`src/rtl/move_exec.sv`:
```
// Move executor: runs a heading settle or a forward move for the maze solver
// and returns a single-cycle mv_cmplt when the motion has finished.
//
// state | meaning
// IDLE  | waiting for strt_hdng / strt_mv, speed held at 0
// HDNG  | speed 0, counting consecutive in-tolerance heading samples
// RAMP  | accelerating toward MAX_SPD, watching for wall or side opening
// DECEL | gentle slow-down after a side opening, completes at speed 0
// HSTOP | hard slow-down for a wall ahead, completes at speed 0
module move_exec #(
    parameter bit          FAST_SIM = 1'b1,
    parameter logic [10:0] MAX_SPD  = 11'h2A0,
    parameter logic [11:0] HDNG_TOL = 12'h030
) (
    input  logic        clk,
    input  logic        rst,
    input  logic        strt_hdng,
    input  logic        strt_mv,
    input  logic        stp_lft,
    input  logic        stp_rght,
    input  logic [11:0] error,
    input  logic        lft_opn,
    input  logic        rght_opn,
    input  logic        frwrd_opn,
    output logic [10:0] frwrd_spd,
    output logic        moving,
    output logic        mv_cmplt
);

    localparam logic [10:0] SPD_INC     = FAST_SIM ? 11'h018 : 11'h003;
    localparam logic [10:0] DECEL_STEP  = SPD_INC << 1;
    localparam logic [10:0] HSTOP_STEP  = SPD_INC << 2;
    localparam logic [6:0]  SETTLE_LAST = FAST_SIM ? 7'd3 : 7'd63;

    typedef enum logic [2:0] {IDLE, HDNG, RAMP, DECEL, HSTOP} state_t;

    state_t      state, nxt_state;
    logic [10:0] nxt_spd;
    logic [6:0]  settle_cnt, nxt_settle_cnt;
    logic        prev_lft, prev_rght, nxt_prev_lft, nxt_prev_rght;
    logic        nxt_cmplt;

    logic [11:0] err_mag;
    logic        in_tol;
    logic [11:0] ramp_sum;
    logic [10:0] ramp_spd, decel_spd, hstop_spd;
    logic        side_edge;

    // 12'h800 has no positive counterpart; it stays 12'h800 and fails the compare.
    assign err_mag   = error[11] ? (~error + 12'd1) : error;
    assign in_tol    = (err_mag < HDNG_TOL);

    assign ramp_sum  = {1'b0, frwrd_spd} + {1'b0, SPD_INC};
    assign ramp_spd  = (ramp_sum > {1'b0, MAX_SPD}) ? MAX_SPD : ramp_sum[10:0];
    assign decel_spd = (frwrd_spd < DECEL_STEP) ? 11'd0 : (frwrd_spd - DECEL_STEP);
    assign hstop_spd = (frwrd_spd < HSTOP_STEP) ? 11'd0 : (frwrd_spd - HSTOP_STEP);

    assign side_edge = (stp_lft  & lft_opn  & ~prev_lft) |
                       (stp_rght & rght_opn & ~prev_rght);

    always_ff @(posedge clk) begin
        if (rst) begin
            state      <= IDLE;
            frwrd_spd  <= 11'd0;
            settle_cnt <= 7'd0;
            prev_lft   <= 1'b0;
            prev_rght  <= 1'b0;
            mv_cmplt   <= 1'b0;
        end else begin
            state      <= nxt_state;
            frwrd_spd  <= nxt_spd;
            settle_cnt <= nxt_settle_cnt;
            prev_lft   <= nxt_prev_lft;
            prev_rght  <= nxt_prev_rght;
            mv_cmplt   <= nxt_cmplt;
        end
    end

    always_comb begin
        nxt_state      = state;
        nxt_spd        = frwrd_spd;
        nxt_settle_cnt = settle_cnt;
        nxt_prev_lft   = prev_lft;
        nxt_prev_rght  = prev_rght;
        nxt_cmplt      = 1'b0;
        case (state)
            IDLE: begin
                nxt_spd = 11'd0;
                if (strt_hdng) begin
                    nxt_state      = HDNG;
                    nxt_settle_cnt = 7'd0;
                end else if (strt_mv) begin
                    // Capture openings present at start so they cannot stop the move.
                    nxt_state     = RAMP;
                    nxt_prev_lft  = lft_opn;
                    nxt_prev_rght = rght_opn;
                end
            end
            HDNG: begin
                nxt_spd = 11'd0;
                if (in_tol) begin
                    if (settle_cnt == SETTLE_LAST) begin
                        nxt_cmplt      = 1'b1;
                        nxt_state      = IDLE;
                        nxt_settle_cnt = 7'd0;
                    end else begin
                        nxt_settle_cnt = settle_cnt + 7'd1;
                    end
                end else begin
                    nxt_settle_cnt = 7'd0;
                end
            end
            RAMP: begin
                nxt_spd       = ramp_spd;
                nxt_prev_lft  = lft_opn;
                nxt_prev_rght = rght_opn;
                if (!frwrd_opn)
                    nxt_state = HSTOP;
                else if (side_edge)
                    nxt_state = DECEL;
            end
            DECEL: begin
                if (frwrd_spd == 11'd0) begin
                    nxt_cmplt = 1'b1;
                    nxt_state = IDLE;
                end else begin
                    nxt_spd = decel_spd;
                    if (!frwrd_opn)
                        nxt_state = HSTOP;
                end
            end
            HSTOP: begin
                if (frwrd_spd == 11'd0) begin
                    nxt_cmplt = 1'b1;
                    nxt_state = IDLE;
                end else begin
                    nxt_spd = hstop_spd;
                end
            end
            default: nxt_state = IDLE;
        endcase
    end

    always_comb begin
        moving = (state != IDLE);
    end

endmodule

```
`config.mk`:
```
export PLATFORM = sky130hd
export DESIGN_NAME = move_exec
export DESIGN_NICKNAME = d
export VERILOG_FILES = /design/src/rtl/move_exec.sv
export SDC_FILE = /design/constraint.sdc
export NUM_CORES = 1
export LEC_CHECK = 0
export CORE_UTILIZATION = 30
export CTS_BUF_LIST = sky130_fd_sc_hd__clkbuf_16
export DETAILED_ROUTE_END_ITERATION = 7
export PLACE_DENSITY = 0.62
export SYNTH_ARGS = -nofsm -noshare
export SYNTH_HDL_FRONTEND = slang
export SYNTH_SLANG_ARGS = --single-unit
```
`constraint.sdc`:
```
create_clock -name clk -period 2.25 [get_ports clk]
set_input_delay 0.5625 -clock clk [delete_from_list [all_inputs] [get_ports clk]]
set_output_delay 0.5625 -clock clk [all_outputs]
set_load 0.02 [all_outputs]
```
==> results.sh <==
export IMPL_status="finished clean"
export IMPL_via_per_inst=5.13
export IMPL_grt_usage_pct=16.3
export IMPL_io_buffers=30
export IMPL_post_route_util_pct=44.5
export IMPL_rsz0062_at_grt="false"
export IMPL_numCtsBuffers=3
export IMPL_fin_cells=363
export IMPL_switching_share_pct=33.6
export IMPL_die_h_um=78.8
export IMPL_clock_sinks=21
export IMPL_hold_path_class="flop to flop"
export IMPL_setup_viol=0
export IMPL_startpoint_type="flop"
export IMPL_fp_row_count=27
export IMPL_dp_slack_ns=-0.430
export IMPL_grt_util_met2_pct=27.8
export IMPL_synth_top_family_by_area="compound AO/OA/AOI/OAI gates"
export IMPL_start_util_pct=31.5
export IMPL_fp_dieW_um=78.8
export IMPL_hold_viol=0
export IMPL_cts_root_buf="clkbuf_16"
export IMPL_cts_tree="yes"
export IMPL_drt_total_wl_mm=4.74
export IMPL_crit_required_ns=1.69
export IMPL_finClkSkew_ns=0.00126
export IMPL_tightest_slew_ns=0.505
export IMPL_netlist_area_um2=1770
export IMPL_core_um2=5610
export IMPL_drive_gt1_share_pct=21.0
export IMPL_first_pass_iters=4
export IMPL_synthMuxAreaShare_pct=3.47
export IMPL_grt_max_degree=20
export IMPL_gp_congestion=0.798
export IMPL_slew_headroom_pct=66.3
export IMPL_synth_seq_area_share_pct=23.8
export IMPL_busiest_layer="met2"
export IMPL_synth_simple_area_share_pct=29.1
export IMPL_syn_area_per_cell_um2=7.56
export IMPL_p_sw_uw=467
export IMPL_synth_seq_cells=21
export IMPL_p_per_area_nw_per_um2=557
export IMPL_synth_xor_area_share_pct=2.48
export IMPL_p_clk_share_pct=27.4
export IMPL_p_seq_share_pct=32.4
export IMPL_grt_ovfl_total=0
export IMPL_synthFlopType="dfxtp_1"
export IMPL_drtIter0Drc=168
export IMPL_vias=1862
export IMPL_fmax_mhz=458
export IMPL_syn_inst=234
export IMPL_clk_latency_ns=0.25
export IMPL_placed_cells=356
export IMPL_grt_pass1_vias=1740
export IMPL_ios=34
export IMPL_crit_fanout=11
export IMPL_synth_cell_type_count=56
export IMPL_grt_first_pass_wirelength_mm=8.18
export IMPL_cts_hold_buf=0
export IMPL_nets=320
export IMPL_htree_num_levels=1
export IMPL_antennaDiodeCount=0
export IMPL_synthTopCellsByArea="dfxtp_1, a21oi_1, ha_1"
export IMPL_area_delta_synth_final_pct=41.0
export IMPL_antenna_found_initial=0
export IMPL_period_minus_slack_ns=2.18
export IMPL_clock_path_buffers=2
export IMPL_tns_ns=0
export IMPL_leakage_uw=0.000926
export IMPL_cp_end_kind="primary output"
export IMPL_p_int_uw=923
export IMPL_ys_warnings_count=0
export IMPL_finalMaxSlewViolations=0
export IMPL_synth_area_leader_cell="dfxtp_1"
export IMPL_worstSetupPathType="flop to primary output"
export IMPL_peakVddDrop_mv=0.334
export IMPL_grt_util_met3_pct=2.99
export IMPL_dp_hpwl_mm=3.63
export IMPL_clkTransAtPathRegs_ns=0.06
export IMPL_timing_final_crit_share_pct=97.0
export IMPL_synth_top_area_share_pct=23.8
export IMPL_fillers=577
export IMPL_grtUsageMet1_pct=21.6
export IMPL_drcViolationCount=0
export IMPL_ant_nets=0
export IMPL_setup_ws_ns=0.0671
export IMPL_combPwrFrac_pct=40.2
export IMPL_synth_compound_area_share_pct=29.9
export IMPL_drt_wirelength_per_cell_um=13.1
export IMPL_drv_cap=0
export IMPL_synth_edf_count=0
export IMPL_cp_arrival_ns=1.62
export IMPL_async_flop_share_pct=0
export IMPL_die_area_um2=6200
export IMPL_synthAdderAreaFrac_pct=4.95
export IMPL_synth_common_cells="a21oi_1, nor2_1, dfxtp_1"
-- power by group through the flow --
stage	Sequential (µW)	Clock, µW	Combinational [µW]
final	450	381	559
after global routing	457	409	618
after CTS	446	388	548
after detailed placement	454	0	541
after global placement	453	0	537
after floorplan	449	0	309
-- area by class of cell --
| class | instances | area, µm² | share of cell area, % |
|---|---|---|---|
| Clock buffer | 3 | 75.1 | 3.01 |
| Inverter | 10 | 37.5 | 1.51 |
| Multi-Input combinational cell | 191 | 1290 | 51.6 |
| Timing Repair Buffer | 65 | 577 | 23.1 |
| Tap cell | 72 | 90.1 | 3.61 |
| Clock inverter | 1 | 5.00 | 0.201 |
| Sequential cell | 21 | 423 | 17.0 |
-- placed cells by master (no fill, tap or decap), drive strengths merged, types with 2 or more instances in the layout --
cell type,netlist,final
buf,6,35
clkdlybuf4s50,0,26
nor2,24,24
a21oi,22,22
dfxtp,21,21
nand2,18,18
o21ai,18,18
inv,10,10
ha,7,7
nor3,7,7
nand3,6,6
mux2i,5,5
nand2b,5,5
xnor2,5,5
nor2b,4,4
a31oi,4,4
dlymetal6s2s,0,4
nor3b,4,4
nor4,4,4
o22ai,4,4
a211oi,4,4
or4,4,4
nand4,3,3
a22oi,3,3
o32ai,3,3
a21o,3,3
conb,1,3
clkbuf,8,3
and2,3,3
or2,3,3
or3,2,2
o21a,2,2
o211ai,2,2
a221oi,2,2
o31ai,2,2
o41ai,2,2
o21bai,2,2
or3b,2,2
o22a,2,2
-- cell families (layout without fill, tap and decap cells) --
kind of cell,count (synthesis),count (layout)
compound gates,79,79
xor+xnor,5,5
fa+ha+maj,7,7
buf+inv,24,79
flops,21,21
mux,6,6
other cells,1,3
simple gates,91,91
-- timing repair --
| item | CTS | global route |
|---|---|---|
| setup buffers | 2 | 1 |
| gates cloned | 0 | 0 |
| resized for setup | 2 | 13 |
| endpoints found under the setup margin | 9 | 13 |
| pin swaps | 3 | 6 |
-- metal layers --
metal / vias to the layer above / wire length [µm]
met5: - / 0
met4: 0 / 20
met3: 2 / 175
met2: 30 / 2200
met1: 861 / 2350
li1: 969 / -
-- per-stage QoR --
stage	total power [µW]	area (µm²)	hold slack (ns)
floorplan	758	1780	0.458
global placement	990	2340	0.473
detailed placement	995	2340	0.481
CTS	1380	2440	0.496
global route	1480	2490	0.517
finish	1390	2490	0.493
-- path summary, 6_finish.rpt --
check / startpoint / to / cells after the start / slack [ns]
setup reg to reg: frwrd_spd[5]$_SDFFE_PP0P_ / state[0]$_SDFFE_PP0P_ / 9 / 0.15
hold reg to reg: prev_rght$_SDFFE_PP0P_ / prev_rght$_SDFFE_PP0P_ / 2 / 0.49
hold / removal: prev_rght$_SDFFE_PP0P_ / prev_rght$_SDFFE_PP0P_ / 2 / 0.49
setup / recovery: state[2]$_SDFFE_PP0P_ / moving / 2 / 0.07
-- worst max-delay path, cell delays in order (launching register included) --
cell and delay (ns):
dfxtp_1 0.40, or3_1 0.41, clkdlybuf4s50_1 0.56
-- registers in the layout, indices dropped and copies added, names as in the netlist --
| name | cells |
|---|---|
| frwrd_spd | 8 |
| settle_cnt | 7 |
| state | 3 |
| mv_cmplt | 1 |
| prev_lft | 1 |
| prev_rght | 1 |
Power figures use the tool's default switching activity.
